File: config.mk
export PLATFORM = sky130hd
export DESIGN_NAME = instr_fetch
export DESIGN_NICKNAME = d
export VERILOG_FILES = /design/src/rtl/fetch_pkg.sv /design/src/rtl/fetch_fifo.sv /design/src/rtl/instr_fetch.sv
export SDC_FILE = /design/constraint.sdc
export NUM_CORES = 1
export LEC_CHECK = 0
export ABC_AREA = 1
export BUFFER_PORTS_ARGS = -buffer_cell sky130_fd_sc_hd__buf_2
export CELL_PAD_IN_SITES_DETAIL_PLACEMENT = 1
export CELL_PAD_IN_SITES_GLOBAL_PLACEMENT = 2
export CORE_AREA = 10 10 135 125
export DETAILED_ROUTE_END_ITERATION = 6
export DIE_AREA = 0 0 145 135
export PLACE_DENSITY = 0.74
export SYNTH_ARGS = -nofsm -noshare
export SYNTH_HDL_FRONTEND = slang
export SYNTH_SLANG_ARGS = --single-unit
File: constraint.sdc
create_clock -name clock -period 6.9 [get_ports clock]
set_clock_uncertainty 0.2 [all_clocks]
set_input_delay 2.07 -clock clock [delete_from_list [all_inputs] [get_ports clock]]
set_output_delay 2.07 -clock clock [all_outputs]
set_load 0.05 [all_outputs]
File: src/rtl/fetch_pkg.sv
// Shared definitions for the instruction fetch unit: FSM states and widths.
package fetch_pkg;

  localparam int INSTR_W      = 32;
  localparam int DEFAULT_ALEN = 6;

  typedef enum logic [1:0] {
    WAIT   = 2'd0,
    RUN    = 2'd1,
    HALTED = 2'd2
  } fetchState_t;

endpackage

File: src/rtl/fetch_fifo.sv
// Small FIFO holding fetched {address, instruction} pairs for the decoder.
module fetch_fifo
  import fetch_pkg::*;
#(
  parameter int ALEN  = DEFAULT_ALEN,
  parameter int DEPTH = 2,
  localparam int PW   = $clog2(DEPTH),
  localparam int CW   = $clog2(DEPTH + 1)
) (
  input  logic               clock,
  input  logic               reset,
  input  logic               i_push,
  input  logic               i_pop,
  input  logic               i_flush,
  input  logic [ALEN-1:0]    i_pushAddr,
  input  logic [INSTR_W-1:0] i_pushData,
  output logic [ALEN-1:0]    o_headAddr,
  output logic [INSTR_W-1:0] o_headData,
  output logic               o_full,
  output logic               o_empty,
  output logic [CW-1:0]      o_count
);

  logic [ALEN-1:0]    r_addrMem [DEPTH];
  logic [INSTR_W-1:0] r_dataMem [DEPTH];
  logic [PW-1:0]      r_wrPtr;
  logic [PW-1:0]      r_rdPtr;
  logic [CW-1:0]      r_count;
  logic               w_doPush;
  logic               w_doPop;

  assign o_full     = (r_count == CW'(DEPTH));
  assign o_empty    = (r_count == '0);
  assign o_count    = r_count;
  assign o_headAddr = r_addrMem[r_rdPtr];
  assign o_headData = r_dataMem[r_rdPtr];

  // A push into a full FIFO is only legal when the head leaves in the same cycle.
  assign w_doPush = i_push && !i_flush && (!o_full || i_pop);
  assign w_doPop  = i_pop && !i_flush && !o_empty;

  always_ff @(posedge clock or posedge reset) begin
    if (reset) begin
      r_wrPtr <= '0;
      r_rdPtr <= '0;
      r_count <= '0;
      for (int i = 0; i < DEPTH; i++) begin
        r_addrMem[i] <= '0;
        r_dataMem[i] <= '0;
      end
    end else if (i_flush) begin
      r_wrPtr <= '0;
      r_rdPtr <= '0;
      r_count <= '0;
    end else begin
      if (w_doPush) begin
        r_addrMem[r_wrPtr] <= i_pushAddr;
        r_dataMem[r_wrPtr] <= i_pushData;
        r_wrPtr            <= r_wrPtr + PW'(1);
      end
      if (w_doPop) begin
        r_rdPtr <= r_rdPtr + PW'(1);
      end
      r_count <= r_count + CW'(w_doPush) - CW'(w_doPop);
    end
  end

endmodule

File: src/rtl/instr_fetch.sv
// Instruction fetch: issues one-cycle-latency memory reads from the PC and
// buffers the returned words for the decoder.
module instr_fetch
  import fetch_pkg::*;
#(
  parameter int ALEN  = DEFAULT_ALEN,
  parameter int DEPTH = 2
) (
  input  logic               clock,
  input  logic               reset,
  input  logic [ALEN-1:0]    pc_addr,
  output logic               pc_incr,
  output logic               imem_en,
  output logic [ALEN-1:0]    imem_addr,
  input  logic [INSTR_W-1:0] imem_rdata,
  input  logic               halt,
  input  logic               flush,
  output logic [INSTR_W-1:0] instr,
  output logic [ALEN-1:0]    instr_addr,
  output logic               instr_valid,
  input  logic               dec_ready
);

  localparam int CW = $clog2(DEPTH + 1);

  fetchState_t     r_state;
  fetchState_t     w_nextState;
  logic            r_inflight;
  logic [ALEN-1:0] r_issueAddr;
  logic            w_issue;
  logic            w_pop;
  logic            w_push;
  logic            w_room;
  logic            w_full;
  logic            w_empty;
  logic [CW-1:0]   w_count;
  logic [CW:0]     w_used;
  logic [CW:0]     w_need;

  fetch_fifo #(
    .ALEN  (ALEN),
    .DEPTH (DEPTH)
  ) u_fifo (
    .clock      (clock),
    .reset      (reset),
    .i_push     (w_push),
    .i_pop      (w_pop),
    .i_flush    (flush),
    .i_pushAddr (r_issueAddr),
    .i_pushData (imem_rdata),
    .o_headAddr (instr_addr),
    .o_headData (instr),
    .o_full     (w_full),
    .o_empty    (w_empty),
    .o_count    (w_count)
  );

  assign instr_valid = !w_empty;
  assign w_pop       = instr_valid && dec_ready;
  assign w_push      = r_inflight && !w_full;

  // Credit the head leaving this cycle so the stream sustains one word per cycle.
  assign w_used = {1'b0, w_count} + {{CW{1'b0}}, r_inflight};
  assign w_need = w_used - {{CW{1'b0}}, w_pop};
  assign w_room = (w_need < (CW+1)'(DEPTH));

  always_comb begin
    w_nextState = r_state;
    w_issue     = 1'b0;
    case (r_state)
      WAIT:    w_nextState = RUN;
      RUN: begin
        if (halt) begin
          w_nextState = HALTED;
        end else if (!flush && w_room) begin
          w_issue = 1'b1;
        end
      end
      HALTED:  if (!halt) w_nextState = RUN;
      default: w_nextState = WAIT;
    endcase
  end

  assign imem_en   = w_issue;
  assign pc_incr   = w_issue;
  assign imem_addr = w_issue ? pc_addr : '0;

  always_ff @(posedge clock or posedge reset) begin
    if (reset) begin
      r_state     <= WAIT;
      r_inflight  <= 1'b0;
      r_issueAddr <= '0;
    end else begin
      r_state    <= w_nextState;
      r_inflight <= w_issue && !flush;
      if (w_issue) begin
        r_issueAddr <= pc_addr;
      end
    end
  end

endmodule

==> run_results.csv, run 1 <==
group,metric,value,unit
sta,hold_violations,0,
power,ir_drop,0.0001260,V
sta,rsz0062_at_grt,"false",
placed_design,gp_congestion,0.7316,
clocking,clock_path_buffers,2,
critical_path,critPathCaptureType,"output pin",
placed_design,dp_hpwl,8.176,mm
power,p_clk_share,20.6,%
clocking,clock-root-buffer,"clkbuf_16",
sta,relSlewSlack,32.07,%
clocking,cts.sinks,89,
power,switchingPower,1.004,mW
synthesis,yosys_warnings,0,
sta,fin_ws,0.5475,ns
synthesis,async_reset_ff_share,100.0,%
synthesis,syn_nets,580,
sta,worst_slew_pin_slew,1.016,ns
finish,nets,656,
sta,slew_violations,0,
synthesis,ys_ff_latch,89,
floorplanning,die_x,145,µm
clocking,htreeDepth,3,
critical_path,crit_arrival,4.08,ns
synthesis,synth_top_area_cell,"dfrtp_1",
power,p_seq_share,37.1,%
sta,period_share,92.06,%
route,vias,3540,
run_status,outcome,"completed",
clocking,clk_pin_slew,0.06,ns
global_routing,grt_pass1_vias,3858,
floorplanning,start_util,29.58,%
synthesis,synth-edff-count,0,
finish,areaGrowthSynthToFinish,20.05,%
route,postRouteAntennaNets,0,
route,drcViolationCount,0,
critical_path,worstPathMaxFanout,9,
synthesis,synthesis.area,4113,µm²
floorplanning,fp-row-count,41,
sta,setup_tns,0,ns
synthesis,yosys-top-cells-area,"dfrtp_1 54%, nand2_1 29%, nand3_1 5.0%, inv_1 2.0%, buf_2 1.6%",
run,drv_cap,0,
finish,diodes,0,
route,wirelength,12.48,mm
floorplanning,core,13900,µm²
synthesis,synth-seq-area-share,54.15,%
clocking,hold_buffers,0,
critical_path,timing.reg2reg.setup_slack,4.24,ns
global_routing,grt_max_degree,50,
power,p_int,1.176,mW
clocking,postCtsSetupBuffers,0,
placed_design,place_ws,0.5368,ns
placed_design,io_buffers,89,
finish,drive_gt1_share,18.57,%
global_routing,grt_usage,12.99,%
floorplanning,die_area,19580,µm²
synthesis,synth.top_cell.area_share,54.15,%
route,vias_per_cell,4.387,
synthesis,synth_cell_types,23,
synthesis,syn_avg_cell_area,7.702,µm²
synthesis,postSynthCellCount,534,
floorplanning,ios,90,
synthesis,post-synth-top-count-cell,"nand2_1",
sta,final-setup-viol-count,0,
power,p_comb_share,42.4,%
route,drt-initial-drc-count,189,
critical_path,cp-start-kind,"input pin",
clocking,post_cts_resize_count,0,
power,p_per_area,441.5,nW/µm²
route,avgRoutedWirePerCell,15.46,µm
finish,n_fill_cell,1729,
critical_path,critical_path_class,"in2out",
critical_path,worstPathRequired,4.63,ns
sta,fin_crit,6.352,ns
global_routing,antenna_found_initial,0,
floorplanning,die_h,135,µm
synthesis,synth_common_cells,"313 x nand2_1, 89 x dfrtp_1, 41 x nand3_1",
min_path,worstHoldPathType,"reg2reg",
route,drtPass1Iterations,4,
clocking,cts_buffers,9,
sta,fmax,157.4,MHz
synthesis,synth_ff_type,"dfrtp_1",
global_routing,grt_pass1_wl,20.64,mm
clocking,clock_latency,0.34,ns
clocking,cts_tree,"yes",
power,p_leak,2.899,nW
global_routing,gr-total-overflow,0,
power,swShare,46.04,%
## power groups by stage
stage / logic (mW) / clock network, mW / registers [mW]
after global placement: 0.932 / 0 / 0.808
after CTS: 0.949 / 0.464 / 0.809
after detailed placement: 0.946 / 0 / 0.817
after floorplan: 0.729 / 0 / 0.783
after global routing: 1.02 / 0.481 / 0.833
final: 0.924 / 0.448 / 0.808
## layout make-up
| class | instances | area (µm²) | area share [%] |
|---|---|---|---|
| multi-input cells | 392 | 1635 | 33.12 |
| flip-flops and latches | 89 | 2228 | 45.13 |
| repair buffers | 93 | 475.5 | 9.630 |
| well taps | 193 | 241.5 | 4.891 |
| inverters | 25 | 98.84 | 2.002 |
| clock buffers | 15 | 257.7 | 5.220 |
## placed cells by master, fill, tap and decap left out, types with 2 or more instances in the layout
cell,instances
a21oi_1,3
buf_2,89
buf_4,4
clkbuf_1,5
clkbuf_16,9
dfrtp_1,88
ha_1,2
inv_1,21
inv_2,2
inv_4,2
nand2_1,313
nand2_2,2
nand3_1,41
nor2_1,11
o21ai_0,8
o21bai_1,6
## stage by stage
step,util [%],power (mW),hold slack (ns),cells,cell area [µm²]
6_report,35.51,2.180,0.2694,807,4937
5_1_grt,35.51,2.336,0.2944,807,4937
4_1_cts,35.51,2.222,0.2737,807,4937
3_5_place_dp,33.66,1.764,0.2587,792,4679
3_3_place_gp,33.66,1.740,0.2528,792,4679
2_1_floorplan,-,1.512,0.2422,534,4113
## registers in the layout, summed over array words and instances, names as in the netlist
signal and cells:
u_fifo.r_dataMem 64, u_fifo.r_addrMem 12, r_inflight 1, u_fifo.r_rdPtr 1, r_state 2, u_fifo.r_wrPtr 1
u_fifo.o_count 2, r_issueAddr 6
## layer usage
metal / wire length (µm) / GRT usage [%]
met4: 95 / 2.891
met3: 600 / 4.442
met1: 5989 / 16.19
met5: 0 / 0
met2: 5794 / 21.28
## cells by family (layout without fill, tap and decap cells)
group	Yosys count	in the layout	share of synthesized area [%]
AND/OR/NAND/NOR	371	371	35.90
AO/OA/AOI/OAI	17	17	2.434
adder cells (fa/ha/maj)	3	3	1.095
flip-flops	89	89	54.15
buffers and inverters	53	133	6.206
XOR/XNOR	1	1	0.2130
## worst max-delay path: stages
cell and delay [ns]:
buf_2 0.10, nand2_1 0.08, nor2_1 0.18, o21ai_0 0.14
fa_1 0.51, nand3_1 0.26, inv_1 0.25, nand3_1 0.15
inv_1 0.08, buf_2 0.26
## worst paths after layout
| path | start | to | cells after the start |
|---|---|---|---|
| worst max-delay path | dec_ready | imem_addr[4] | 10 |
| worst min-delay path | u_fifo.r_dataMem[35]$_DFFE_PP0P_ | u_fifo.r_dataMem[35]$_DFFE_PP0P_ | 2 |
| worst max register to register | u_fifo.o_count[1]$_DFF_PP0_ | r_issueAddr[4]$_DFFE_PP0P_ | 10 |
| worst min register to register | u_fifo.r_dataMem[35]$_DFFE_PP0P_ | u_fifo.r_dataMem[35]$_DFFE_PP0P_ | 2 |
| max in group asynchronous | reset | u_fifo.r_rdPtr$_DFFE_PP0P_ | 3 |
| min in group asynchronous | reset | u_fifo.r_dataMem[14]$_DFFE_PP0P_ | 2 |
Note: power is estimated with default switching activity, not from simulation.
==> inputs of run 2 (changes only) <==
--- a/config.mk
+++ b/config.mk
@@ -9,10 +9,11 @@
 export BUFFER_PORTS_ARGS = -buffer_cell sky130_fd_sc_hd__buf_2
 export CELL_PAD_IN_SITES_DETAIL_PLACEMENT = 1
 export CELL_PAD_IN_SITES_GLOBAL_PLACEMENT = 2
-export CORE_AREA = 10 10 135 125
+export CORE_AREA = 5 5 130 120
 export DETAILED_ROUTE_END_ITERATION = 6
-export DIE_AREA = 0 0 145 135
+export DIE_AREA = 0 0 135 125
 export PLACE_DENSITY = 0.74
+export SETUP_SLACK_MARGIN = 0.02
 export SYNTH_ARGS = -nofsm -noshare
 export SYNTH_HDL_FRONTEND = slang
 export SYNTH_SLANG_ARGS = --single-unit
==> run 2 against run 1 <==
Compared with the run above: global-route usage rose by 2.5 points; count of clock-buffer cells in the layout fell by 2; sequential cell count did not move; design area rose by 0.61%; hold slack improved by 0.0027 ns; via count rose by 2.2%; fmax rose by 0.69%; combinational power rose by 0.8%; sequential power fell by 1%; die area fell by 14%; utilization fell by 0.63 points; routed wire length fell by 1.4%; critical endpoint is now imem_addr[0]; largest power group unchanged.
==> run_results.csv, run 2 (same netlist as run 1, synthesis figures left out) <==
group,metric,value,unit
sta,setup_tns,0,ns
power,ir_drop,0.0001460,V
finish,final_common_cell,"nand2_1",
run_status,outcome,"completed",
clocking,hold_buffers,0,
clocking,clock_latency,0.35,ns
sta,worst_slew_pin_slew,1.082,ns
floorplanning,die_h,125,µm
finish,top_regs,"u_fifo.r_dataMem (64), u_fifo.r_addrMem (12), r_issueAddr (6)",
floorplanning,start_util,28.88,%
critical_path,reg2reg_depth,10,
clocking,post_cts_resize_count,0,
clocking,clock_path_buffers,2,
power,p_seq_share,36.4,%
global_routing,antenna_found_initial,0,
min_path,min_path_cells,2,
finish,diodes,0,
finish,largest_reg_flops,64,
placed_design,io_buffers,89,
sta,rsz0062_at_grt,"false",
min_path,worstHoldStart,"u_fifo.r_dataMem[51]$_DFFE_PP0P_",
floorplanning,die_area,16880,µm²
global_routing,grt_usage,15.54,%
clocking,htreeDepth,3,
min_path,hold_path_end,"u_fifo.r_dataMem[51]$_DFFE_PP0P_",
finish,final_cell_mix,"313 x nand2_1, 89 x buf_2, 89 x dfrtp_1",
critical_path,cp-start-kind,"input pin",
route,avgRoutedWirePerCell,15.11,µm
finish,top_register,"u_fifo.r_dataMem",
route,vias,3619,
route,postRouteAntennaNets,0,
clocking,cts_tree,"yes",
sta,relSlewSlack,27.69,%
global_routing,gr-total-overflow,0,
finish,nets,657,
clocking,clk_pin_slew,0.06,ns
power,p_clk_share,21.1,%
floorplanning,fp-row-count,42,
global_routing,grt_max_degree,50,
route,drcViolationCount,0,
critical_path,worstPathRequired,4.63,ns
finish,drive_gt1_share,19.16,%
sta,fmax,158.5,MHz
clocking,postCtsSetupBuffers,0,
floorplanning,ios,90,
finish,areaGrowthSynthToFinish,20.78,%
route,drtPass1Iterations,4,
placed_design,gp_congestion,0.7924,
sta,final-setup-viol-count,0,
power,power,2.191,mW
sta,hold_violations,0,
critical_path,r2r_start,"u_fifo.o_count[1]$_DFF_PP0_",
global_routing,grt_pass1_vias,3980,
critical_path,crit_arrival,4.04,ns
critical_path,critical_path_class,"in2out",
sta,period_share,91.43,%
floorplanning,core,14240,µm²
sta,slew_violations,0,
run,drv_cap,0,
power,p_leak,2.921,nW
placed_design,dp_hpwl,7.833,mm
clocking,cts.sinks,89,
power,p_int,1.186,mW
min_path,worstHoldPathType,"reg2reg",
critical_path,critPathCaptureType,"output pin",
global_routing,grt_pass1_wl,20.60,mm
route,drt-initial-drc-count,195,
power,p_comb_share,42.5,%
clocking,cts_buffers,9,
sta,fin_crit,6.309,ns
clocking,clock-root-buffer,"clkbuf_16",
power,switchingPower,1.005,mW
floorplanning,die_x,135,µm
critical_path,timing.rr.end,"r_issueAddr[5]$_DFFE_PP0P_",
power,p_per_area,441.1,nW/µm²
route,vias_per_cell,4.446,
critical_path,timing.reg2reg.setup_slack,4.30,ns
power,swShare,45.85,%
critical_path,worstPathMaxFanout,9,
route,wirelength,12.30,mm
## run 2: cell types whose count changed in the layout (fill, tap and decap cells not counted)
| cell | change |
|---|---|
| clkbuf_1 | -3 |
| clkinv_2 | +3 |
| buf_4 | +1 |
| clkbuf_8 | +1 |
| dfrtp_1 | +1 |
| dfrtp_2 | -1 |
## run 2: critical path, stage by stage
cell	delay (ns)
buf_2	0.11
nand2_1	0.08
nor2_1	0.17
o21ai_0	0.13
fa_1	0.51
nand3_1	0.26
inv_1	0.25
nand3_1	0.13
inv_1	0.08
buf_2	0.25
## run 2: how the worst max path moves through the flow
stage	cells past startpoint	to	slack, ns	from
floorplan	7	pc_incr	0.44	dec_ready
global placement	10	imem_addr[5]	0.64	dec_ready
detailed placement	10	imem_addr[0]	0.58	dec_ready
CTS	10	imem_addr[0]	0.57	dec_ready
global route	10	imem_addr[0]	0.37	dec_ready
finish	10	imem_addr[0]	0.59	dec_ready
## run 2: power groups by stage
stage | Clock [mW] | Sequential (mW) | Combinational (mW)
global route | 0.498 | 0.823 | 1.03
CTS | 0.483 | 0.799 | 0.951
floorplan | 0 | 0.783 | 0.729
detailed placement | 0 | 0.808 | 0.948
global placement | 0 | 0.799 | 0.936
finish | 0.462 | 0.798 | 0.931
## run 2: layout make-up
type,count,area (µm²)
Clock buffer,13,260.3
Clock inverter,3,15.01
Fill cell,1766,9274
Inverter,25,98.84
Multi-Input combinational cell,392,1635
Sequential cell,89,2227
Tap cell,198,247.7
Timing Repair Buffer,94,483.0
## run 2: through the flow
stage                     instances  hold WS, ns  utilization (%)  setup WS, ns  instance area [µm²]
after floorplan                 534       0.2422                -        0.4401                 4113
after global placement          798       0.2532            32.95        0.6419                 4692
after detailed placement        798       0.2594            32.95        0.5814                 4692
after CTS                       814       0.2757            34.88        0.5664                 4967
after global routing            814       0.2909            34.88        0.3707                 4967
final                           814       0.2722            34.88        0.5911                 4967
## run 2: per-layer routing
metal,vias to the layer above,GRT usage (%),wire (µm)
li1,1781,-,-
met1,1747,19.46,5598
met2,77,26.07,5883
met3,14,5.020,684
met4,0,3.853,133
met5,-,0,0
